## config.mk

```make
export PLATFORM = sky130hd
export DESIGN_NAME = conv_seq
export DESIGN_NICKNAME = d
export VERILOG_FILES = /design/src/rtl/conv_pkg.sv /design/src/rtl/fma.sv /design/src/rtl/qadd.sv /design/src/rtl/conv_seq.sv
export SDC_FILE = /design/constraint.sdc
export NUM_CORES = 2
export LEC_CHECK = 0
export BUFFER_PORTS_ARGS = -buffer_cell sky130_fd_sc_hd__buf_2
export CAP_MARGIN = 10
export CORE_MARGIN = 1
export CORE_UTILIZATION = 40
export DETAILED_ROUTE_END_ITERATION = 8
export GPL_ROUTABILITY_DRIVEN = 0
export MAX_ROUTING_LAYER = met4
export PLACE_DENSITY = 0.54
export SLEW_MARGIN = 20
export SYNTH_ARGS = -nofsm -noshare
export SYNTH_HDL_FRONTEND = slang
export SYNTH_SLANG_ARGS = --single-unit
```

## constraint.sdc

```tcl
create_clock -name clk -period 4.05 [get_ports clk]
set_input_delay 0.405 -clock clk [delete_from_list [all_inputs] [get_ports clk]]
set_output_delay 0.405 -clock clk [all_outputs]
set_load 0.03 [all_outputs]
```

## src/rtl/conv_pkg.sv

```systemverilog
// ----------------------------------------------------------------------------
// conv_pkg
//   Shared definitions for the convolution sequencer: fixed-point word
//   defaults, FSM state encoding and the tap-index width helper.
//   Revision: 1.0
// ----------------------------------------------------------------------------
`default_nettype none

package conv_pkg;

   // Default fixed-point format: N-bit two's-complement word, Q fraction bits
   localparam int unsigned Q_DEF = 16;
   localparam int unsigned N_DEF = 32;

   // Sequencer states
   typedef enum logic [2:0] {
      S_IDLE  = 3'd0,
      S_RUN   = 3'd1,
      S_FLUSH = 3'd2,
      S_ADD   = 3'd3,
      S_DONE  = 3'd4
   } state_t;

   // Width of a tap index 0..k-1, never narrower than one bit
   function automatic int tap_w(input int k);
      return (k <= 1) ? 1 : $clog2(k);
   endfunction

endpackage

`default_nettype wire

```

## src/rtl/fma.sv

```systemverilog
// ----------------------------------------------------------------------------
// fma
//   Fixed-point fused multiply-add: y = acc + (a * b) >> Q, N-bit
//   two's-complement operands, result wraps to N bits (no saturation,
//   truncating product scaling).
//   Revision: 1.0
// ----------------------------------------------------------------------------
`default_nettype none

module fma #(
   parameter int unsigned Q = 16,
   parameter int unsigned N = 32
) (
   input  logic [N-1:0] acc_i,
   input  logic [N-1:0] a_i,
   input  logic [N-1:0] b_i,
   output logic [N-1:0] y_o
);

   // Full-width signed product; sign extension keeps the low 2N bits exact
   logic [2*N-1:0] prod_w;

   assign prod_w = {{N{a_i[N-1]}}, a_i} * {{N{b_i[N-1]}}, b_i};
   assign y_o    = acc_i + N'(prod_w >> Q);

endmodule

`default_nettype wire

```

## src/rtl/qadd.sv

```systemverilog
// ----------------------------------------------------------------------------
// qadd
//   Fixed-point add of two N-bit two's-complement words; result wraps.
//   Revision: 1.0
// ----------------------------------------------------------------------------
`default_nettype none

module qadd #(
   parameter int unsigned N = 32
) (
   input  logic [N-1:0] a_i,
   input  logic [N-1:0] b_i,
   output logic [N-1:0] y_o
);

   assign y_o = a_i + b_i;

endmodule

`default_nettype wire

```

## src/rtl/conv_seq.sv

```systemverilog
// ----------------------------------------------------------------------------
// conv_seq
//   Sequential convolution pixel engine. One start computes a single output
//   pixel by walking K = SIZE*SIZE taps through one shared fma, then adding
//   the bias with qadd. Result latency is K+2 cycles from start acceptance.
//   Optional macro CONV_SEQ_RELU_EN: clamp negative results to zero.
//   Revision: 1.0
// ----------------------------------------------------------------------------
`default_nettype none

module conv_seq
   import conv_pkg::*;
#(
   parameter int unsigned SIZE = 7,
   parameter int unsigned Q    = Q_DEF,
   parameter int unsigned N    = N_DEF
) (
   input  logic                              clk,
   input  logic                              rst_n,
   input  logic                              start_valid,
   output logic                              start_ready,
   input  logic [N-1:0]                      bias,
   output logic                              rd_en,
   output logic [tap_w(SIZE*SIZE)-1:0]       rd_addr,
   input  logic [N-1:0]                      filt_data,
   input  logic [N-1:0]                      act_data,
   output logic                              res_valid,
   input  logic                              res_ready,
   output logic [N-1:0]                      res_data,
   output logic                              busy
);

   localparam int unsigned K  = SIZE * SIZE;
   localparam int unsigned AW = tap_w(K);
   localparam logic [AW-1:0] LAST_TAP = AW'(K - 1);

   state_t        state_q, state_d;
   logic [AW-1:0] cnt_q,   cnt_d;
   logic [N-1:0]  acc_q,   acc_d;
   logic [N-1:0]  bias_q,  bias_d;
   logic [N-1:0]  res_q,   res_d;
   logic          rdv_q,   rdv_d;   // rd_en delayed by one: tap data is valid
   logic [N-1:0]  fma_y;
   logic [N-1:0]  sum_y;

   fma #(.Q(Q), .N(N)) u_fma (
      .acc_i (acc_q),
      .a_i   (filt_data),
      .b_i   (act_data),
      .y_o   (fma_y)
   );

   qadd #(.N(N)) u_qadd (
      .a_i   (acc_q),
      .b_i   (bias_q),
      .y_o   (sum_y)
   );

   // Moore outputs decoded from the state register
   assign start_ready = (state_q == S_IDLE);
   assign busy        = (state_q != S_IDLE);
   assign rd_en       = (state_q == S_RUN);
   assign rd_addr     = rd_en ? cnt_q : '0;
   assign res_valid   = (state_q == S_DONE);
   assign res_data    = res_q;

   // Next-state and datapath update
   always_comb begin
      state_d = state_q;
      cnt_d   = cnt_q;
      acc_d   = acc_q;
      bias_d  = bias_q;
      res_d   = res_q;
      rdv_d   = (state_q == S_RUN);

      // Tap data returned for the previous cycle's read is folded in here;
      // this also covers the last tap, which arrives during FLUSH.
      if (rdv_q) begin
         acc_d = fma_y;
      end

      case (state_q)
         S_IDLE: begin
            if (start_valid) begin
               state_d = S_RUN;
               acc_d   = '0;
               bias_d  = bias;
               cnt_d   = '0;
            end
         end
         S_RUN: begin
            if (cnt_q == LAST_TAP) begin
               state_d = S_FLUSH;
               cnt_d   = '0;
            end else begin
               cnt_d   = cnt_q + AW'(1);
            end
         end
         S_FLUSH: begin
            state_d = S_ADD;
         end
         S_ADD: begin
`ifdef CONV_SEQ_RELU_EN
            res_d   = sum_y[N-1] ? '0 : sum_y;
`else
            res_d   = sum_y;
`endif
            state_d = S_DONE;
         end
         S_DONE: begin
            if (res_ready) begin
               state_d = S_IDLE;
            end
         end
         default: begin
            state_d = S_IDLE;
         end
      endcase
   end

   // State and datapath registers, asynchronously cleared
   always_ff @(posedge clk or negedge rst_n) begin
      if (!rst_n) begin
         state_q <= S_IDLE;
         cnt_q   <= '0;
         acc_q   <= '0;
         bias_q  <= '0;
         res_q   <= '0;
         rdv_q   <= 1'b0;
      end else begin
         state_q <= state_d;
         cnt_q   <= cnt_d;
         acc_q   <= acc_d;
         bias_q  <= bias_d;
         res_q   <= res_d;
         rdv_q   <= rdv_d;
      end
   end

endmodule

`default_nettype wire

```

Word level (Yosys, flattened, before mapping). Cells that the tools add are included.

Div/mod/pow operators: 0. Multipliers: 1. Shift-type cells: 0. Reductions and logical operators: 6. Add/subtract/negate cells: 3. $lt $le $gt $ge: 0. Multiplexer cells: 11. Equality and inequality tests: 8. Bitwise operators: 0.

Operators by type and width (count): 32-bit 2-to-1 mux (3); 32-bit adder (2); 32-bit by 32-bit multiplier with 48-bit output (1); 6-bit 2-to-1 mux (3); 3-bit case mux with 5 select lines (1); 6-bit case mux with 2 select lines (1); 3-bit 2-to-1 mux (3); 6-bit by 1-bit adder with 6-bit output, second input constant (1); 3-bit by 2-bit equality test with 1-bit output, second input constant (2); 6-bit equality test, second input constant (1); 2-bit by 1-bit != test with 1-bit output, second input constant (2); 2-bit AND reduction (2); 3-bit by 1-bit equality test with 1-bit output, second input constant (1); 3-bit equality test, second input constant (1); 3-bit logical NOT (1); 3-bit AND reduction (1); 3-bit nonzero test (1); 2-bit != test, second input constant (1); 2-bit nonzero test (1).

Latch bits: 0. ROM bits: 0. Input port bits: 100. Bits in registers: 106. Memories kept: 0. Bits in writable memories: 0. Word-level logic and storage cells: 35. Output and inout bits: 42.

Longest topological paths before layout.
Depth after elaboration: 5. Mapped depth: 43. Gate-level depth less buffers: 42.

Modules after synthesis. A second synthesis with hierarchy kept.

Cell total of the unflattened synthesis: 3818. Area, all modules: 35972.0 um2.

Modules (own cells, without submodules): fma (cells each 3275, instances 1, area an instance 30002.5 um2, sequential area each 0.0 um2); conv_seq (cells each 307, instances 1, area an instance 4256.6 um2, sequential area each 2652.5 um2); qadd (cells each 236, instances 1, area an instance 1712.9 um2, sequential area each 0.0 um2).

Worst setup path before layout. No wires, ideal clock.

Path kind: input -> register. Start point: in filt_data[19]. End point: reg acc_q[30]. Path buffers: 2. Setup time: 0.132 ns. Arrival: 9.565 ns. Required time: 3.918 ns. Slack: -5.647 ns. Stages on the path: 38. Path through: clkbuf_1 > clkbuf_1 > and2_1 > fa_1 > fa_1 > inv_1 > fa_1 > fa_1 > inv_1 > fa_1 > fa_1 > fa_1 > fa_1 > ha_1 > a21o_1 > a21o_1 > a21o_1 > and2_1 > [2 not listed] > a21o_1 > and2_1 > o21ai_0 > nand2b_1 > a21oi_1 > xnor2_1 > ha_1 > a21oi_1 > o21ai_0 > a2111oi_0 > o31a_1 > o41ai_2 > a221o_1 > or4_1 > a311o_1 > xor2_1 > mux2i_1 > nor2_1.

Cells in the longest elaborated chain, start to end: 5.

RTL lines: from (decl) (line conv_seq.sv:25) `input logic [N-1:0] filt_data,`; 32-bit by 32-bit multiplier with 48-bit output (*) (line fma.sv:23) `assign prod_w = {{N{a_i[N-1]}}, a_i} * {{N{b_i[N-1]}}, b_i};`; 32-bit adder (*) (line fma.sv:24) `assign y_o = acc_i + N'(prod_w >> Q);`; 32-bit 2-to-1 mux (*) (line conv_seq.sv:78) `if (rdv_q) begin`; 32-bit 2-to-1 mux (line conv_seq.sv:84) `if (start_valid) begin`; 32-bit 2-to-1 mux (*) (line conv_seq.sv:82) `case (state_q)`; net acc_d[30] (line conv_seq.sv:39) `logic [N-1:0] acc_q, acc_d;`; to (signal assigned) (line conv_seq.sv:126) `acc_q <= '0;`; to (signal assigned) (line conv_seq.sv:133) `acc_q <= acc_d;`; to (decl) (line conv_seq.sv:39).

Mark *: on every way through the listed nets, which the timed path passes. The rest lies on a longest branch. A chain may end at the register's enable or synchronous reset.

Final worst setup path.
Start point: in filt_data[14]. End point: reg acc_q[30].

Same word-level chain as after synthesis.

==> metrics.cfg <==
[clocking]
tritoncts = yes
htree_levels = 3
holdBufCountCts = 0
clkTransAtPathRegs_ns = 0.07
root_buffer = clkbuf_16
cts_buffer_depth = 2
cts_buffers = 9
cts_sinks = 106
insertion_delay_ns = 0.36

[synthesis]
synth_area_um2 = 35500
synthArstFlopShare_pct = 100
syn_nets = 5021
synth_xor_area_share_pct = 2.86
synth_compound_area_share_pct = 5.16
yosysTopAreaCell = fa_1
synthSimpleGateAreaFrac_pct = 17.6
synth_fa_ha_area_share_pct = 55.5
ys_seq_area_share_pct = 7.47
synthMuxAreaShare_pct = 0.719
ys_ff_latch = 106
synth-edff-count = 0
synth_flop_cell = dfrtp_1
synth_top_area_share_pct = 47.4
syn_avg_cell_area_um2 = 9.22
ys_warn_count = 0
synth_top_family_by_area = adder cells
synth.area.top_cells = fa_1, and2_1, inv_1, ha_1, dfrtp_1
ys_types = 69
postSynthCellCount = 3850

[detailed_routing]
wl_mm = 95.9
first_pass_iters = 5
vias = 26000
drc = 0
drt-vias-per-instance = 4.81
drtIter0Drc = 1078
post_drt_wl_per_cell_um = 17.7
drtAntennaViolNets = 0

[timing]
worstMarginPinSlew_ns = 0.805
setup_viol = 32
timing.final.crit_share_pct = 229
rsz0062_at_grt = yes
finClkSkew_ns = 0.00892
report.final.slew_viol_count = 0
hold_viol = 0
finalCriticalPeriod_ns = 9.28
fmaxAchievable_mhz = 108
max_slew_margin_pct = 46.2
setup_slack_ns = -5.23

[job]
maxCapViolCount = 0

[die]
fp.dieW_um = 300
coreArea_um2 = 87300
io_pins = 142
die-area_um2 = 89900
rows = 108
initial_core_util_pct = 40.7
die_h_um = 300

[critical_path]
ff2ff_path_depth = 14
r2r_slack_ns = 0.25
r2r-start = acc_q[10]$_DFF_PN0_
cp_data_required_time_ns = 4.28
crit_top_cell = fa_1
reg2reg_to = res_data[31]$_DFFE_PN0P_
cp_max_fo = 7
cpPeakStageDelay_ns = 0.58
critical_path.startpoint_type = input port
critical_path_class = in -> reg
worstPathArrival_ns = 9.51
slowest_stage = fa_1
cp-end-kind = flop

[finish]
drive_above_1_share_pct = 18.8
final_nets = 5425
fillCellCount = 8468
area_growth_pct = 19.2
finish.utilization_pct = 48.5

[run_status]
violations = negative setup slack
status = finished with violations

[global_route]
grt_pass1_wl_mm = 156
grt_pass1_vias = 28400
antenna_found_initial = 8
grt_max_degree = 65
grt-ovfl-total = 0
track_usage_pct = 22.9

[place]
dpl.hpwl_mm = 83.4
port_buffers = 141

[hold_path]
hold_class = in -> async

[worst max-delay path, delay by kind of cell]
kind,cells,cell delay (ns)
buffers and inverters,8,0.88
AO/OA/AOI/OAI,9,1.82
adder cells (fa/ha/maj),10,4.52
multiplexers,1,0.12
AND/OR/NAND/NOR,8,1.45
XOR/XNOR,2,0.30
[area by class of cell]
type                    instances  area, um2  share of cell area [%]
multi-input cells            2737      30100                    71.1
repair buffers                580       4730                    11.2
inverters                     820       3080                    7.28
flip-flops and latches        106       2650                    6.27
well taps                    1155       1450                    3.42
clock buffers                  11        243                   0.574
clock inverters                 5       77.6                   0.183
diodes                          4       10.0                  0.0237
[routing by layer]
| metal | vias up | routed length [um] | track usage (%) |
|---|---|---|---|
| met5 | - | 0 | - |
| met4 | 0 | 2350 | 5.04 |
| met3 | 100 | 1860 | 1.20 |
| met2 | 327 | 52000 | 41.4 |
| met1 | 13500 | 39600 | 28.1 |
| li1 | 12100 | - | - |
[state kept, by name, indices dropped and copies added, names as in the netlist]
signal and count:
acc_q 32, bias_q 32, cnt_q 6, rdv_q 1, res_data 32, state_q 3
[synthesized netlist by cell type (all sizes together), types with 8 or more instances]
cell    count
fa        840
inv       820
nand2     545
and2      514
ha        231
clkbuf    183
dfrtp     106
nor2       80
a21oi      79
xnor2      78
o21ai      69
a21o       40
xor2       38
mux2i      21
nand2b     21
nor2b      20
o21a       16
and3       14
nor3       13
a211oi     12
nand3      12
o21bai     10
or3         8
[cell families after synthesis]
kind of cell / after synthesis
muxes: 25
AOI/OAI and AO/OA: 275
xor gates and xnor gates: 116
DFF: 106
buffers and inverters: 1007
adders and majority gates: 1071
and+or+nand+nor: 1250
[timing repair]
action | in CTS | in global routing
gates resized for setup | 235 | 122
endpoints found under the setup margin | 32 | 35
gates cloned | 4 | 1
buffers inserted | 50 | 29
pin swaps | 148 | 91
[worst max-delay path by stage]
stage | start | endpoint | slack (ns) | depth (start not counted)
floorplan | act_data[2] | acc_q[30]$_DFF_PN0_ | -5.23 | 39
global placement | act_data[7] | acc_q[30]$_DFF_PN0_ | -6.03 | 41
detailed placement | act_data[7] | acc_q[30]$_DFF_PN0_ | -6.07 | 41
CTS | act_data[7] | acc_q[30]$_DFF_PN0_ | -5.23 | 42
global route | filt_data[13] | acc_q[30]$_DFF_PN0_ | -5.65 | 40
finish | filt_data[14] | acc_q[30]$_DFF_PN0_ | -5.23 | 38
[per-stage QoR]
step | area, um2 | instances | hold slack [ns] | setup TNS (ns) | setup WS (ns)
2_1_floorplan | 35600 | 3850 | 0.109 | -122.58 | -5.23
3_3_place_gp | 39900 | 5332 | 0.459 | -159.21 | -6.03
3_5_place_dp | 39900 | 5332 | 0.468 | -161.31 | -6.07
4_1_cts | 41600 | 5397 | 0.0911 | -135.93 | -5.23
5_1_grt | 42300 | 5418 | 0.131 | -145.29 | -5.65
6_report | 42300 | 5418 | 0.0742 | -134.61 | -5.23
[cells in the final DEF (no fill, tap or decap), types with 21 or more instances in the layout]
master   count
inv_1      801
o21ai_0     46
xnor2_1     67
mux2i_1     21
xor2_1      35
a21o_1      40
a21oi_1     49
ha_1       207
buf_6       59
buf_4      375
buf_2      110
fa_2        36
dfrtp_1    106
ha_4        22
nand2_1    539
nor2_1      73
and2_1     492
fa_1       804
a21oi_2     25
Power is left out: the tool's default activity adds up to more than one toggle a clock period on the data nets, which glitch-free logic cannot reach.
